**src/rtl/digest_tx_port.sv**
```systemverilog
// Purpose : serialise a captured 256-bit SHA-256 digest (h0..h7) to software over the to_sw/to_hw PIO handshake.
// Latency : capture visible 1 cycle after digest_valid; each handshake edge reflected 1 cycle later (3 with DIGEST_TX_SYNC_EN).
// Backpres: each word is held with code 01 until software acks; digest_valid is ignored while busy.
// Option  : define DIGEST_TX_SYNC_EN to pass to_hw_sig through a 2-flop synchroniser (PIO in another clock domain).
module digest_tx_port #(
  parameter  int WORD_W = 32,
  parameter  int NWORDS = 8,
  localparam int IDX_W  = $clog2(NWORDS),
  localparam int DIG_W  = WORD_W * NWORDS
) (
  input  logic              clk,
  input  logic              Reset,
  input  logic              digest_valid,
  input  logic [DIG_W-1:0]  digest_in,
  input  logic [1:0]        to_hw_sig,
  output logic [WORD_W-1:0] to_sw_port,
  output logic [1:0]        to_sw_sig,
  output logic [IDX_W-1:0]  word_idx,
  output logic              busy,
  output logic              tx_done
);

  // Software-to-hardware codes
  localparam logic [1:0] HW_RELEASE = 2'b00;
  localparam logic [1:0] HW_ACK     = 2'b01;
  localparam logic [1:0] HW_DONE    = 2'b11;
  localparam logic [1:0] HW_ABORT   = 2'b10;

  // Hardware-to-software codes
  localparam logic [1:0] SW_IDLE    = 2'b00;
  localparam logic [1:0] SW_VALID   = 2'b01;
  localparam logic [1:0] SW_ALL     = 2'b11;

  localparam logic [IDX_W-1:0] LAST_IDX = IDX_W'(NWORDS - 1);

  typedef enum logic [1:0] {
    S_IDLE    = 2'd0,
    S_PRESENT = 2'd1,
    S_RELEASE = 2'd2,
    S_FINISH  = 2'd3
  } state_t;

  state_t              r_state;
  logic [DIG_W-1:0]    r_digest;
  logic [WORD_W-1:0]   r_port;
  logic [1:0]          r_sig;
  logic [IDX_W-1:0]    r_idx;
  logic                r_busy;
  logic                r_done;

  state_t              w_state_nxt;
  logic [DIG_W-1:0]    w_digest_nxt;
  logic [WORD_W-1:0]   w_port_nxt;
  logic [1:0]          w_sig_nxt;
  logic [IDX_W-1:0]    w_idx_nxt;
  logic                w_busy_nxt;
  logic                w_done_nxt;

  logic [1:0]          w_hw;
  logic                w_abort;
  logic [IDX_W-1:0]    w_idx_inc;
  logic [WORD_W-1:0]   w_next_word;

  // Word i of the held digest; h0 sits in the most significant slot.
  function automatic logic [WORD_W-1:0] pick_word(input logic [DIG_W-1:0] dig,
                                                  input logic [IDX_W-1:0] idx);
    logic [DIG_W-1:0] shifted;
    shifted   = dig >> ((NWORDS - 1 - int'(idx)) * WORD_W);
    pick_word = shifted[WORD_W-1:0];
  endfunction

`ifdef DIGEST_TX_SYNC_EN
  logic [1:0] r_hw_meta;
  logic [1:0] r_hw_sync;

  // Two-flop synchroniser for the software code; resets to the release code.
  always_ff @(posedge clk or posedge Reset) begin
    if (Reset) begin
      r_hw_meta <= HW_RELEASE;
      r_hw_sync <= HW_RELEASE;
    end else begin
      r_hw_meta <= to_hw_sig;
      r_hw_sync <= r_hw_meta;
    end
  end

  assign w_hw = r_hw_sync;
`else
  assign w_hw = to_hw_sig;
`endif

  assign w_abort     = (w_hw == HW_ABORT);
  assign w_idx_inc   = r_idx + 1'b1;
  assign w_next_word = pick_word(r_digest, w_idx_inc);

  // State and output registers; reset clears everything, including the held digest.
  always_ff @(posedge clk or posedge Reset) begin
    if (Reset) begin
      r_state  <= S_IDLE;
      r_digest <= '0;
      r_port   <= '0;
      r_sig    <= SW_IDLE;
      r_idx    <= '0;
      r_busy   <= 1'b0;
      r_done   <= 1'b0;
    end else begin
      r_state  <= w_state_nxt;
      r_digest <= w_digest_nxt;
      r_port   <= w_port_nxt;
      r_sig    <= w_sig_nxt;
      r_idx    <= w_idx_nxt;
      r_busy   <= w_busy_nxt;
      r_done   <= w_done_nxt;
    end
  end

  // Next-state and next-output logic; abort overrides every non-idle decision.
  always_comb begin
    w_state_nxt  = r_state;
    w_digest_nxt = r_digest;
    w_port_nxt   = r_port;
    w_sig_nxt    = r_sig;
    w_idx_nxt    = r_idx;
    w_busy_nxt   = r_busy;
    w_done_nxt   = 1'b0;

    case (r_state)
      S_IDLE: begin
        // Abort code is meaningless here and falls through untouched.
        if (digest_valid) begin
          w_digest_nxt = digest_in;
          w_idx_nxt    = '0;
          w_port_nxt   = digest_in[DIG_W-1 -: WORD_W];
          w_sig_nxt    = SW_VALID;
          w_busy_nxt   = 1'b1;
          w_state_nxt  = S_PRESENT;
        end
      end

      S_PRESENT: begin
        // Word stays on the port until software acknowledges it.
        if (w_hw == HW_ACK) begin
          w_sig_nxt   = SW_IDLE;
          w_state_nxt = S_RELEASE;
        end
      end

      S_RELEASE: begin
        // Software must drop its ack before the next word is offered.
        if (w_hw == HW_RELEASE) begin
          if (r_idx == LAST_IDX) begin
            w_sig_nxt   = SW_ALL;
            w_state_nxt = S_FINISH;
          end else begin
            w_idx_nxt   = w_idx_inc;
            w_port_nxt  = w_next_word;
            w_sig_nxt   = SW_VALID;
            w_state_nxt = S_PRESENT;
          end
        end
      end

      S_FINISH: begin
        // The last word stays on the port after completion.
        if (w_hw == HW_DONE) begin
          w_done_nxt  = 1'b1;
          w_sig_nxt   = SW_IDLE;
          w_busy_nxt  = 1'b0;
          w_state_nxt = S_IDLE;
        end
      end

      default: begin
        w_sig_nxt   = SW_IDLE;
        w_busy_nxt  = 1'b0;
        w_state_nxt = S_IDLE;
      end
    endcase

    // Abort wins over everything else, including a coincident digest_valid.
    if ((r_state != S_IDLE) && w_abort) begin
      w_done_nxt   = 1'b0;
      w_sig_nxt    = SW_IDLE;
      w_busy_nxt   = 1'b0;
      w_idx_nxt    = r_idx;
      w_port_nxt   = r_port;
      w_digest_nxt = r_digest;
      w_state_nxt  = S_IDLE;
    end
  end

  assign to_sw_port = r_port;
  assign to_sw_sig  = r_sig;
  assign word_idx   = r_idx;
  assign busy       = r_busy;
  assign tx_done    = r_done;

endmodule

```
**config.mk**
```make
export PLATFORM = sky130hd
export DESIGN_NAME = digest_tx_port
export DESIGN_NICKNAME = d
export VERILOG_FILES = /design/src/rtl/digest_tx_port.sv
export SDC_FILE = /design/constraint.sdc
export NUM_CORES = 1
export LEC_CHECK = 0
export ABC_CLOCK_PERIOD_IN_PS = 11000
export CAP_MARGIN = 20
export CORE_MARGIN = 2
export CORE_UTILIZATION = 46
export DETAILED_ROUTE_END_ITERATION = 12
export GPL_ROUTABILITY_DRIVEN = 0
export PLACE_DENSITY_LB_ADDON = 0.3
export SLEW_MARGIN = 0
export SYNTH_ARGS = -nofsm -noshare
export SYNTH_HDL_FRONTEND = slang
export SYNTH_SLANG_ARGS = --single-unit
```
**constraint.sdc**
```tcl
create_clock -name clk -period 11 [get_ports clk]
set_input_delay 2.75 -clock clk [delete_from_list [all_inputs] [get_ports clk]]
set_output_delay 2.75 -clock clk [all_outputs]
set_load 0.03 [all_outputs]
```
=== Yosys cells after proc, flatten, opt, wreduce, memory -nomap -nowiden ===
Cells that the tools add are included.
W data, S select, Z words.

* Add/subtract/negate cells: 2
* Multiply operators: 0
* Divide/modulo/power cells: 0
* Magnitude comparators: 0
* Eq/ne operators: 14
* Shift-type cells: 1
* Mux-type cells: 25
* Bitwise logic cells: 1
* Reduce and logical (&&, ||, !) cells: 10

{| class="wikitable"
|+ Operators by type and width
! cell !! number
|-
| $shr A256 B32 Y32 || 1
|-
| $mux W32 || 3
|-
| $pmux W32 S2 || 1
|-
| $mux W2 || 8
|-
| $pmux W2 S4 || 2
|-
| $ne A3 B3 Y1 const B || 4
|-
| $mux W3 || 3
|-
| $eq A2 B2 Y1 const B || 4
|-
| $mux W1 || 6
|-
| $ne A2 B2 Y1 const B || 3
|-
| $pmux W3 S2 || 1
|-
| $reduce_and A3 Y1 || 2
|-
| $reduce_and A5 Y1 || 1
|-
| $eq A2 B1 Y1 const B || 2
|-
| $logic_not A2 Y1 || 2
|-
| $reduce_and A4 Y1 || 1
|-
| $reduce_bool A2 Y1 || 2
|-
| $sub A3 B3 Y4 const A || 1
|-
| $add A3 B1 Y3 const B || 1
|-
| $eq A3 B3 Y1 const B || 1
|-
| $reduce_bool A3 Y1 || 1
|-
| $pmux W1 S2 || 1
|-
| $logic_and A1 B1 Y1 || 1
|-
| $not A1 Y1 || 1
|}

* Register bits: 297
* Bits in latches: 0
* RAM bits: 0
* Memory bits (read-only): 0
* Bits of input ports: 261
* Output and inout bits: 39
* Logic and storage cells: 60
* Memories kept: 0

=== Longest topological paths before layout ===
* Depth in word-level cells: 6
* Depth in mapped cells: 8
* Mapped depth without buffers: 6

=== Least setup slack after synthesis ===
No wires, ideal clock.

* Path kind: in2reg
* Start point: input port to_hw_sig[0]
* End point: register r_port[10] (netlist: to_sw_port[10])
* Setup time: 132 ps
* Data arrival time: 3747 ps
* Required time: 10868 ps
* Setup slack: 7121 ps
* Stages: 7
* Path through: buf_2 nor4b_2 o21bai_1 buf_2 buf_2 a22oi_1 o21ai_1

* Cells in the longest elaborated chain, start to end: 4
* Elaborated cells on any way between the ends: 6
* Classes of those cells: eq/ne: 2; bitwise: 1; reduce/logical: 3

{| class="wikitable"
|+ RTL lines
! what !! line !! RTL
|-
| from (decl) || 15 || <nowiki>input logic [1:0] to_hw_sig,</nowiki>
|-
| $eq A2 B2 Y1 || 92 || <nowiki>assign w_abort = (w_hw == HW_ABORT);</nowiki>
|-
| $logic_and A1 B1 Y1 || 181 || <nowiki>if ((r_state != S_IDLE) && w_abort) begin</nowiki>
|-
| $not A1 Y1 (no line) || n/a ||
|-
| $reduce_and A5 Y1 (no line) * || n/a ||
|-
| to (signal assigned) || 109 || <nowiki>r_port <= w_port_nxt;</nowiki>
|-
| to (decl) || 45 || <nowiki>logic [WORD_W-1:0] r_port;</nowiki>
|}

Every way passes the cells marked *; elsewhere a longest branch is shown, timed or not.
A chain may end at the register's enable or synchronous reset.

=== Final worst setup path ===
* Start point: input port digest_valid
* End point: register r_digest[236]

* Cells in the longest elaborated chain, start to end: 1

{| class="wikitable"
|+ RTL lines
! what !! line !! RTL
|-
| from (decl) || 13 || <nowiki>input logic digest_valid,</nowiki>
|-
| $reduce_and A3 Y1 (no line) || n/a ||
|-
| to (signal assigned) || 108 || <nowiki>r_digest <= w_digest_nxt;</nowiki>
|-
| to (decl) || 44 || <nowiki>logic [DIG_W-1:0] r_digest;</nowiki>
|}

No other way between the ends.

==> impl_metrics.csv <==
group,metric,value,unit
sta,hold_violations,0,
clock_tree,cts_setup_buffers,0,
yosys,synth_top_area_share,56.1,%
drt,drt_pass1_iterations,4,
yosys,avgSynthCellArea,16.1,sq um
worst_setup_path,startpoint,"digest_valid",
sta,worst_slew_pin_slew,1.04,ns
worst_setup_path,worstPathRequired,11.38,ns
worst_setup_path,crit_fanout,78,
layout,drive_above_1_share,22.5,%
clock_tree,root_buffer,"clkbuf_16",
worst_setup_path,end_kind,"flip-flop",
sta,setup_viol,0,
worst_setup_path,cp_common_cell,"buf_4",
power_and_ir_drop,seqPwrFrac,41.6,%
drt,vias,8092,
power_and_ir_drop,power.internal,3.30,mW
power_and_ir_drop,ir_drop,0.142,mV
yosys,yosys_warnings,0,
clock_tree,clk_latency,0.50,ns
hold_path,whs_path_depth,1,
clock_tree,post_cts_resized,0,
run_status,status,"complete, no violations",
layout,nNetsFinal,1368,
sta,layout_min_cycle_time,5.30,ns
layout,area_growth_syn_to_layout,32.2,%
hold_path,hold_class,"reg -> reg",
clock_tree,path_clk_slew,0.06,ns
placement,hpwl,19.7,mm
power_and_ir_drop,p_sw,1.36,mW
worst_setup_path,cp_num_buf_inv,3,
worst_setup_path,crit_path_start_kind,"input port",
drt,drt-total-wl,29.9,mm
grt,track_usage,20.1,%
grt,grt_pass1_wl,47.9,mm
sta,slew_violations,0,
yosys,syn_area,13200,sq um
worst_setup_path,r2r-end,"r_digest[236]",
drt,wl_per_cell,19.8,um
die,pin_count,300,
grt,grt_pass1_vias,8728,
die,core,28500,sq um
drt,drt-initial-drc-count,542,
power_and_ir_drop,sw_frac_of_total,29.2,%
yosys,syn-num-nets,1084,
worst_setup_path,r2r.worst_path.cells,4,
power_and_ir_drop,p_leak,6.97,nW
die,die_area,30200,sq um
worst_setup_path,r2r-start,"r_state[0]",
drt,detail-route-antenna-nets,0,
layout,diodes,0,
yosys,postSynthCellCount,821,
placement,io_buffer_count,299,
layout,final_util,61.3,%
sta,setup_tns,0,ns
power_and_ir_drop,powerDensity,266,nW/um^2
sta,fin_crit_sh,48.2,%
die,initial_core_util,46.4,%
sta,rsz0062_at_grt,"false",
sta,fmax,0.189,GHz
worst_setup_path,worstPathCellList,"clkdlybuf4s50_1, nor3b_4, buf_4, buf_4, mux2_2",
grt,grt_overflow_total,0,
yosys,yosysUniqueCellTypes,32,
worst_setup_path,cp_slowest_stage_delay,0.90,ns
worst_setup_path,path_delay_family,"buffers and inverters",
drt,drc,0,
layout,final_cell_mix,"clkdlybuf4s50_1 (299), dfrtp_1 (296), mux2_1 (137)",
worst_setup_path,crit_path_end,"r_digest[236]",
grt,grt_max_degree,133,
layout,num-fill-cells,2213,
sta,slew_headroom,30.9,%
layout,register_area,7440,sq um
die,rows,62,
worst_setup_path,rrSetupSlack,7.98,ns
die,die_h,174,um
power_and_ir_drop,p_clk_share,24.7,%
yosys,yosys.area.top_type,"dfrtp_1",
worst_setup_path,crit_type,"in -> reg",
grt,antenna_found_initial,0,
clock_tree,cts_tree,"yes",
power_and_ir_drop,combinationalPowerShare,33.6,%
drt,viasPerCell,5.36,
sta,finClkSkew,0.0171,ns
layout,multiInputGateArea,5360,sq um
die,die_w,174,um
worst_setup_path,path_depth,5,
layout,mostFrequentLayoutCell,"clkdlybuf4s50_1",
clock_tree,h-tree-depth,2,
worst_setup_path,cpMaxStageDelayCell,"buf_4",
clock_tree,cts_hold_buffers,0,
yosys,synth-seq-cells,297,
worst_setup_path,crit_arrival,5.68,ns
clock_tree,cts.sinks,297,
run,drv_cap,0,
yosys,yosysSeqAreaShare,56.1,%
clock_tree,cts_buffers,34,
clock_tree,clockBufferDepth,3,
yosys,yosys-top-cells-area,"dfrtp_1 (56%), mux2_1 (12%), mux4_2 (11%)",
[logic make-up after synthesis]
| logic type | Yosys count | share of synthesized area, % |
|---|---|---|
| and+or+nand+nor | 25 | 1.09 |
| AOI/OAI and AO/OA | 81 | 3.79 |
| buffers and inverters | 63 | 3.66 |
| muxes | 353 | 35.2 |
| DFF | 297 | 56.1 |
| adders and majority gates | 2 | 0.189 |
[through the flow]
| stage | hold WS (ns) | power [mW] | setup WS [ns] | instances | instance area (sq um) |
|---|---|---|---|---|---|
| floorplan | 0.452 | 3.11 | 0.0458 | 821 | 13200 |
| global route | 0.496 | 4.94 | 5.50 | 1510 | 17500 |
| global placement | 0.462 | 3.48 | 5.22 | 1453 | 16400 |
| detailed placement | 0.472 | 3.54 | 5.18 | 1453 | 16400 |
| CTS | 0.484 | 4.71 | 5.69 | 1510 | 17500 |
| finish | 0.480 | 4.65 | 5.70 | 1510 | 17500 |
[worst min path at each step]
stage | from | to
after floorplan | r_digest[30] | r_digest[30]
after global placement | r_digest[109] | r_digest[109]
after detailed placement | r_digest[198] | r_digest[198]
after CTS | r_digest[31] | r_digest[31]
after global routing | r_digest[118] | r_digest[118]
final | r_digest[58] | r_digest[58]
[state kept, by name, indices dropped and copies added, names as in the netlist]
register and count:
to_sw_port 32, to_sw_sig 2, r_digest 256, tx_done 1
busy 1, word_idx 3, r_state 2
[metal layers]
metal	global-route usage [%]	routed length, um
met5	0	0
met4	5.99	715
met3	5.75	2270
met2	31.8	13900
met1	27.3	13000
[cell usage after synthesis, drive strengths merged]
cell type    n
dfrtp      297
mux2       257
mux4        64
buf         54
o21ai       38
a22oi       32
mux2i       32
nand2        8
clkbuf       7
nor2         6
nand2b       5
a21oi        3
nor2b        3
o22ai        3
ha           2
inv          2
a21o         1
a221oi       1
a31oi        1
and3         1
nor3b        1
nor4b        1
o211ai       1
o21bai       1
[power by group through the flow]
| stage | Combinational [mW] | Sequential (mW) | Clock, mW |
|---|---|---|---|
| after global routing | 1.70 | 2.01 | 1.23 |
| after global placement | 1.55 | 1.93 | 0 |
| final | 1.57 | 1.94 | 1.15 |
| after CTS | 1.59 | 1.94 | 1.18 |
| after detailed placement | 1.59 | 1.95 | 0 |
| after floorplan | 1.15 | 1.96 | 0 |
[cell type report]
cell class	count	share of cell area [%]
sequential	297	42.5
multi-input combinational	461	30.6
timing repair buffer	309	17.5
clock buffer	50	5.97
tap	384	2.74
clock inverter	7	0.629
inverter	2	0.0857
No activity file was read; power rests on OpenSTA's default activity.
==> patch 1 (same flow settings) <==
The 4 states of `state_t` get a Gray code encoding in 2 bits.
--- a/src/rtl/digest_tx_port.sv
+++ b/src/rtl/digest_tx_port.sv
@@ -34,10 +34,10 @@
   localparam logic [IDX_W-1:0] LAST_IDX = IDX_W'(NWORDS - 1);
 
   typedef enum logic [1:0] {
-    S_IDLE    = 2'd0,
-    S_PRESENT = 2'd1,
-    S_RELEASE = 2'd2,
-    S_FINISH  = 2'd3
+    S_IDLE    = 2'b00,
+    S_PRESENT = 2'b01,
+    S_RELEASE = 2'b11,
+    S_FINISH  = 2'b10
   } state_t;
 
   state_t              r_state;
Behaviour: same outputs for any inputs over 4 cycles, from zero or initial values and one cycle with Reset high; so few cycles prove little.
==> patch 1 against the unedited design <==
Global-route usage is 1.7 points higher; routed wire length rose by 11%; clock skew fell by 0.011 ns; power grew 1.8%; critical endpoint is now r_digest[200]; design area is 0.28% higher; setup slack better by 0.47 ns; sequential cell count unchanged; synthesized cell count increased by 22%; synthesized area increased by 0.53%.
==> patch 1: results (changes against the unedited design) <==
| Metric | Value |
|---|---|
| Skew final | 0.006139 ns (was 0.01714 ns) |
| Maximum vdd drop | 154.0 uV (was 141.9 uV) |
| Arr. time, crit path | 5.26 ns (was 5.68 ns) |
| Layout cells sized above 1 | 22.97% (was 22.47%) |
| FF-to-FF path depth | 5 (was 4) |
| Vias in the first global route | 9386 (was 8728) |
| Hpwl dp | 21480 um (was 19690 um) |
| Top post-synthesis cells by area | dfrtp_1 (56%), mux2_2 (19%), mux2i_1 (9.7%), o32a_1 (2.4%), o221ai_1 (2.0%) (was dfrtp_1 (56%), mux2_1 (12%), mux4_2 (11%), mux2_2 (10%), mux2i_1 (2.4%)) |
| Status | completed (unchanged) |
| Sequential-to-total area share from yosys stat | 55.83% (was 56.12%) |
| Hold EP | r_digest[242] (was r_digest[58]) |
| Fill count | 2255 (was 2213) |
| Top cells by count, synth | dfrtp_1 (297), mux2_2 (226), mux2i_1 (129) (was dfrtp_1 (297), mux2_1 (137), mux2_2 (120)) |
| Yosys cell types | 35 (was 32) |
| Slowest CP cell | buf_12 (was buf_4) |
| Nets | 1537 (was 1368) |
| Hold Path Origin | r_digest[242] (was r_digest[58]) |
| Synthesized net count | 1266 (was 1084) |
| Clock Latency Late Sink | 0.55 ns (was 0.50 ns) |
| Num CTS Buffers | 31 (was 34) |
| R2r startpoint | word_idx[0] (was r_state[0]) |
| Slew HR | 28.88% (was 30.93%) |
| Critical path fanouts, max | 170 (was 78) |
| Crit path largest cell delay | 0.71 ns (was 0.90 ns) |
| DR WL/cell | 19.82 um (was 19.83 um) |
## patch 1: worst register-to-register path, cell delays in order, from the launching register on
cell	delay (ns)
dfrtp_4	0.70
buf_4	0.84
buf_4	0.95
mux2i_1	0.44
o22ai_1	0.14
o32a_1	0.34
## patch 1: kinds of logic (layout without fill, tap and decap cells)
kind of cell | count (synthesis) | count (layout) | share of synthesized area (%)
other cells | 0 | 2 | 0
compound gates | 144 | 144 | 8.111
flops | 297 | 297 | 55.83
buf+inv | 108 | 403 | 3.675
mux | 355 | 355 | 28.82
fa+ha+maj | 7 | 7 | 0.6579
simple gates | 87 | 87 | 2.914
## patch 1: final cells by class
class,count,area [um2],area share [%]
well taps,384,480.5,2.736
clock buffers,43,870.8,4.959
flip-flops and latches,297,7436,42.34
inverters,37,146.4,0.8336
clock inverters,14,126.4,0.7196
multi-input cells,593,5404,30.77
diodes,2,5.005,0.02850
repair buffers,309,3093,17.61
## patch 1: worst max-delay path by stage
stage / startpoint / to / slack (ns) / depth (start not counted)
global route: digest_valid / r_digest[168] / 6.07 / 4
detailed placement: digest_valid / r_digest[211] / 5.63 / 4
CTS: digest_valid / r_digest[47] / 6.20 / 4
floorplan: Reset / busy / 0.05 / 1
finish: digest_valid / r_digest[200] / 6.17 / 4
global placement: digest_valid / r_digest[72] / 5.67 / 4
## patch 1: metrics by stage
stage	hold slack [ns]	instance area [um2]	worst slack [ns]
6_report	0.4788	17560	6.172
5_1_grt	0.4982	17560	6.068
4_1_cts	0.4842	17560	6.199
3_5_place_dp	0.4704	16560	5.633
3_3_place_gp	0.4615	16560	5.670
2_1_floorplan	0.4496	13310	0.04583
## patch 1: power breakdown
part | total [W] | switching, W | internal (W) | leakage [nW]
Sequential | 0.00194 | 0.000289 | 0.00165 | 3.51
Combinational | 0.00178 | 0.000824 | 0.000953 | 3.08
Clock | 0.00103 | 0.000428 | 0.000598 | 0.498
## patch 1: per-layer routing
metal	part of all wire, %	global-route usage, %
met2	48	35.54
met1	44	30.47
met3	6.3	4.418
met5	0.039	0
met4	1.9	5.007
==> patch 2 (same settings) <==
Made on the original files. Change the parameter `WORD_W` from 32 to 24.
--- a/src/rtl/digest_tx_port.sv
+++ b/src/rtl/digest_tx_port.sv
@@ -3,7 +3,7 @@
 // Backpres: each word is held with code 01 until software acks; digest_valid is ignored while busy.
 // Option  : define DIGEST_TX_SYNC_EN to pass to_hw_sig through a 2-flop synchroniser (PIO in another clock domain).
 module digest_tx_port #(
-  parameter  int WORD_W = 32,
+  parameter  int WORD_W = 24,
   parameter  int NWORDS = 8,
   localparam int IDX_W  = $clog2(NWORDS),
   localparam int DIG_W  = WORD_W * NWORDS
Interface: changed (resized digest_in and to_sw_port); port bits go from 300 to 228. No check against the original RTL was run, so the function may have changed too.
==> patch 2 against the unedited design <==
Sequential cell count shrank 72; global-route usage grew 6.2 points; clock power shrank 20%; synthesized area grew 1.7%; design area shrank 4.8%; routed wire length grew 35%; sequential share of layout area shrank 8.7 points; power shrank 3.3%; setup slack gained 0.27 ns; critical endpoint is now r_digest[24]; largest power group unchanged.
==> patch 2: results (changes against the unedited design) <==
| Metric | Value |
|---|---|
| Post-synthesis mux area share | 38.16% (was 35.16%) |
| Post-Syn Area per Cell | 13.66 um2 (was 16.13 um2) |
| Reg2reg setup slack | 6.51 ns (was 7.98 ns) |
| Arr. time, crit path | 5.44 ns (was 5.68 ns) |
| Status | completed (unchanged) |
| Placed cells | 1515 (was 1453) |
| Skew final | 0.01296 ns (was 0.01714 ns) |
| Crit path largest cell delay | 0.85 ns (was 0.90 ns) |
| Via density | 6.343 (was 5.359) |
| Yosys cell types | 62 (was 32) |
| Period minus WS final | 5.035 ns (was 5.301 ns) |
| Iteration-0 DRC Markers | 1310 (was 542) |
| Xor/xnor cell area share of the yosys netlist | 0.06504% (was 0%) |
| Top post-synthesis cells by area | dfrtp_1 (42%), mux4_2 (19%), mux2_2 (16%), mux2i_1 (2.1%), buf_2 (1.6%) (was dfrtp_1 (56%), mux2_1 (12%), mux4_2 (11%), mux2_2 (10%), mux2i_1 (2.4%)) |
| Clock Latency Late Sink | 0.53 ns (was 0.50 ns) |
| Slew HR | 34.89% (was 30.93%) |
| Maximum vdd drop | 118.5 uV (was 141.9 uV) |
| Adder-cell area share of the yosys netlist | 0.6504% (was 0.1890%) |
| Top cells by count, synth | dfrtp_1 (225), mux2_2 (196), mux4_2 (111) (was dfrtp_1 (297), mux2_1 (137), mux2_2 (120)) |
| Hold Slack | 0.5091 ns (was 0.4804 ns) |
| Critical path fanouts, max | 77 (was 78) |
| Sequential-to-total area share from yosys stat | 41.81% (was 56.12%) |
| Dpl ws | 5.450 ns (was 5.184 ns) |
| Synth Area in Compound Gates | 8.539% (was 3.789%) |
| Layout cells sized above 1 | 32.97% (was 22.47%) |
| Num CTS Buffers | 25 (was 34) |
| Hpwl dp | 29860 um (was 19690 um) |
| First-pass GRT wire length | 60660 um (was 47880 um) |
| LEAKAGE | 6.296 nW (was 6.969 nW) |
| Layout Cells excl Fill | 1561 (was 1510) |
| Nets | 1363 (was 1368) |
| Fill count | 2274 (was 2213) |
| Max FFs per register | 192 (was 256) |
| P_sw | 0.001637 W (was 0.001358 W) |
| Synthesized net count | 1190 (was 1084) |
| Port-buffer cells | 227 (was 299) |
| Vias in the first global route | 9819 (was 8728) |
| Final WL | 40420 um (was 29940 um) |
| Drt first pass iters | 6 (was 4) |
| Slowest CP cell | buf_4 (unchanged) |
| Initial antenna violation count | 1 (was 0) |
patch 2: worst paths after layout:
check,startpoint,end,cells after the start
worst max-delay path,digest_valid,r_digest[24],5
worst min-delay path,to_sw_sig[1],to_sw_sig[1],1
worst max register to register,word_idx[0],to_sw_port[19],11
worst min register to register,to_sw_sig[1],to_sw_sig[1],1
max in group asynchronous,Reset,r_digest[145],3
min in group asynchronous,Reset,tx_done,2
patch 2: layout make-up:
class / count / area share, %
clock buffer: 33 / 4.294
clock inverter: 12 / 1.194
inverter: 7 / 0.2027
multi-input combinational: 660 / 43.41
sequential: 225 / 33.80
tap: 384 / 2.883
timing repair buffer: 240 / 14.22
patch 2: power groups by stage:
stage          registers, W  clock network, W  logic, W
2_1_floorplan       0.00158                 0   0.00134
5_1_grt             0.00185          0.000966   0.00188
3_3_place_gp        0.00178                 0   0.00171
4_1_cts             0.00179          0.000933   0.00175
6_report            0.00182          0.000920   0.00176
3_5_place_dp        0.00180                 0   0.00174
patch 2: logic make-up after synthesis:
logic type      Yosys count
simple gates            151
buf+inv                 101
fa+ha+maj                 7
mux                     341
flops                   225
xor+xnor                  1
compound gates          160
patch 2: through the flow:
step                      power, W  instance area [um2]
final                     0.004501                16670
after global routing      0.004700                16670
after CTS                 0.004478                16660
after detailed placement  0.003541                15750
after global placement    0.003492                15750
after floorplan           0.002924                13470
patch 2: routing by layer:
metal / part of all wire [%] / wire length [um] / up-vias / track usage (%)
met5: 0 / 0 / - / 0
li1: - / - / 4215 / -
met2: 45 / 18330 / 567 / 39.88
met1: 40 / 16140 / 5026 / 36.62
met3: 11 / 4353 / 93 / 6.963
met4: 4.0 / 1608 / 0 / 9.792
patch 2: worst reg2reg max path: stages, from the launching register on:
cell	delay, ns
dfrtp_4	0.71
ha_4	0.89
ha_1	0.23
inv_1	0.04
ha_1	0.17
ha_1	0.27
buf_4	0.39
nor2b_1	0.65
buf_4	0.29
a22oi_1	0.09
a21oi_1	0.53
o21a_1	0.17
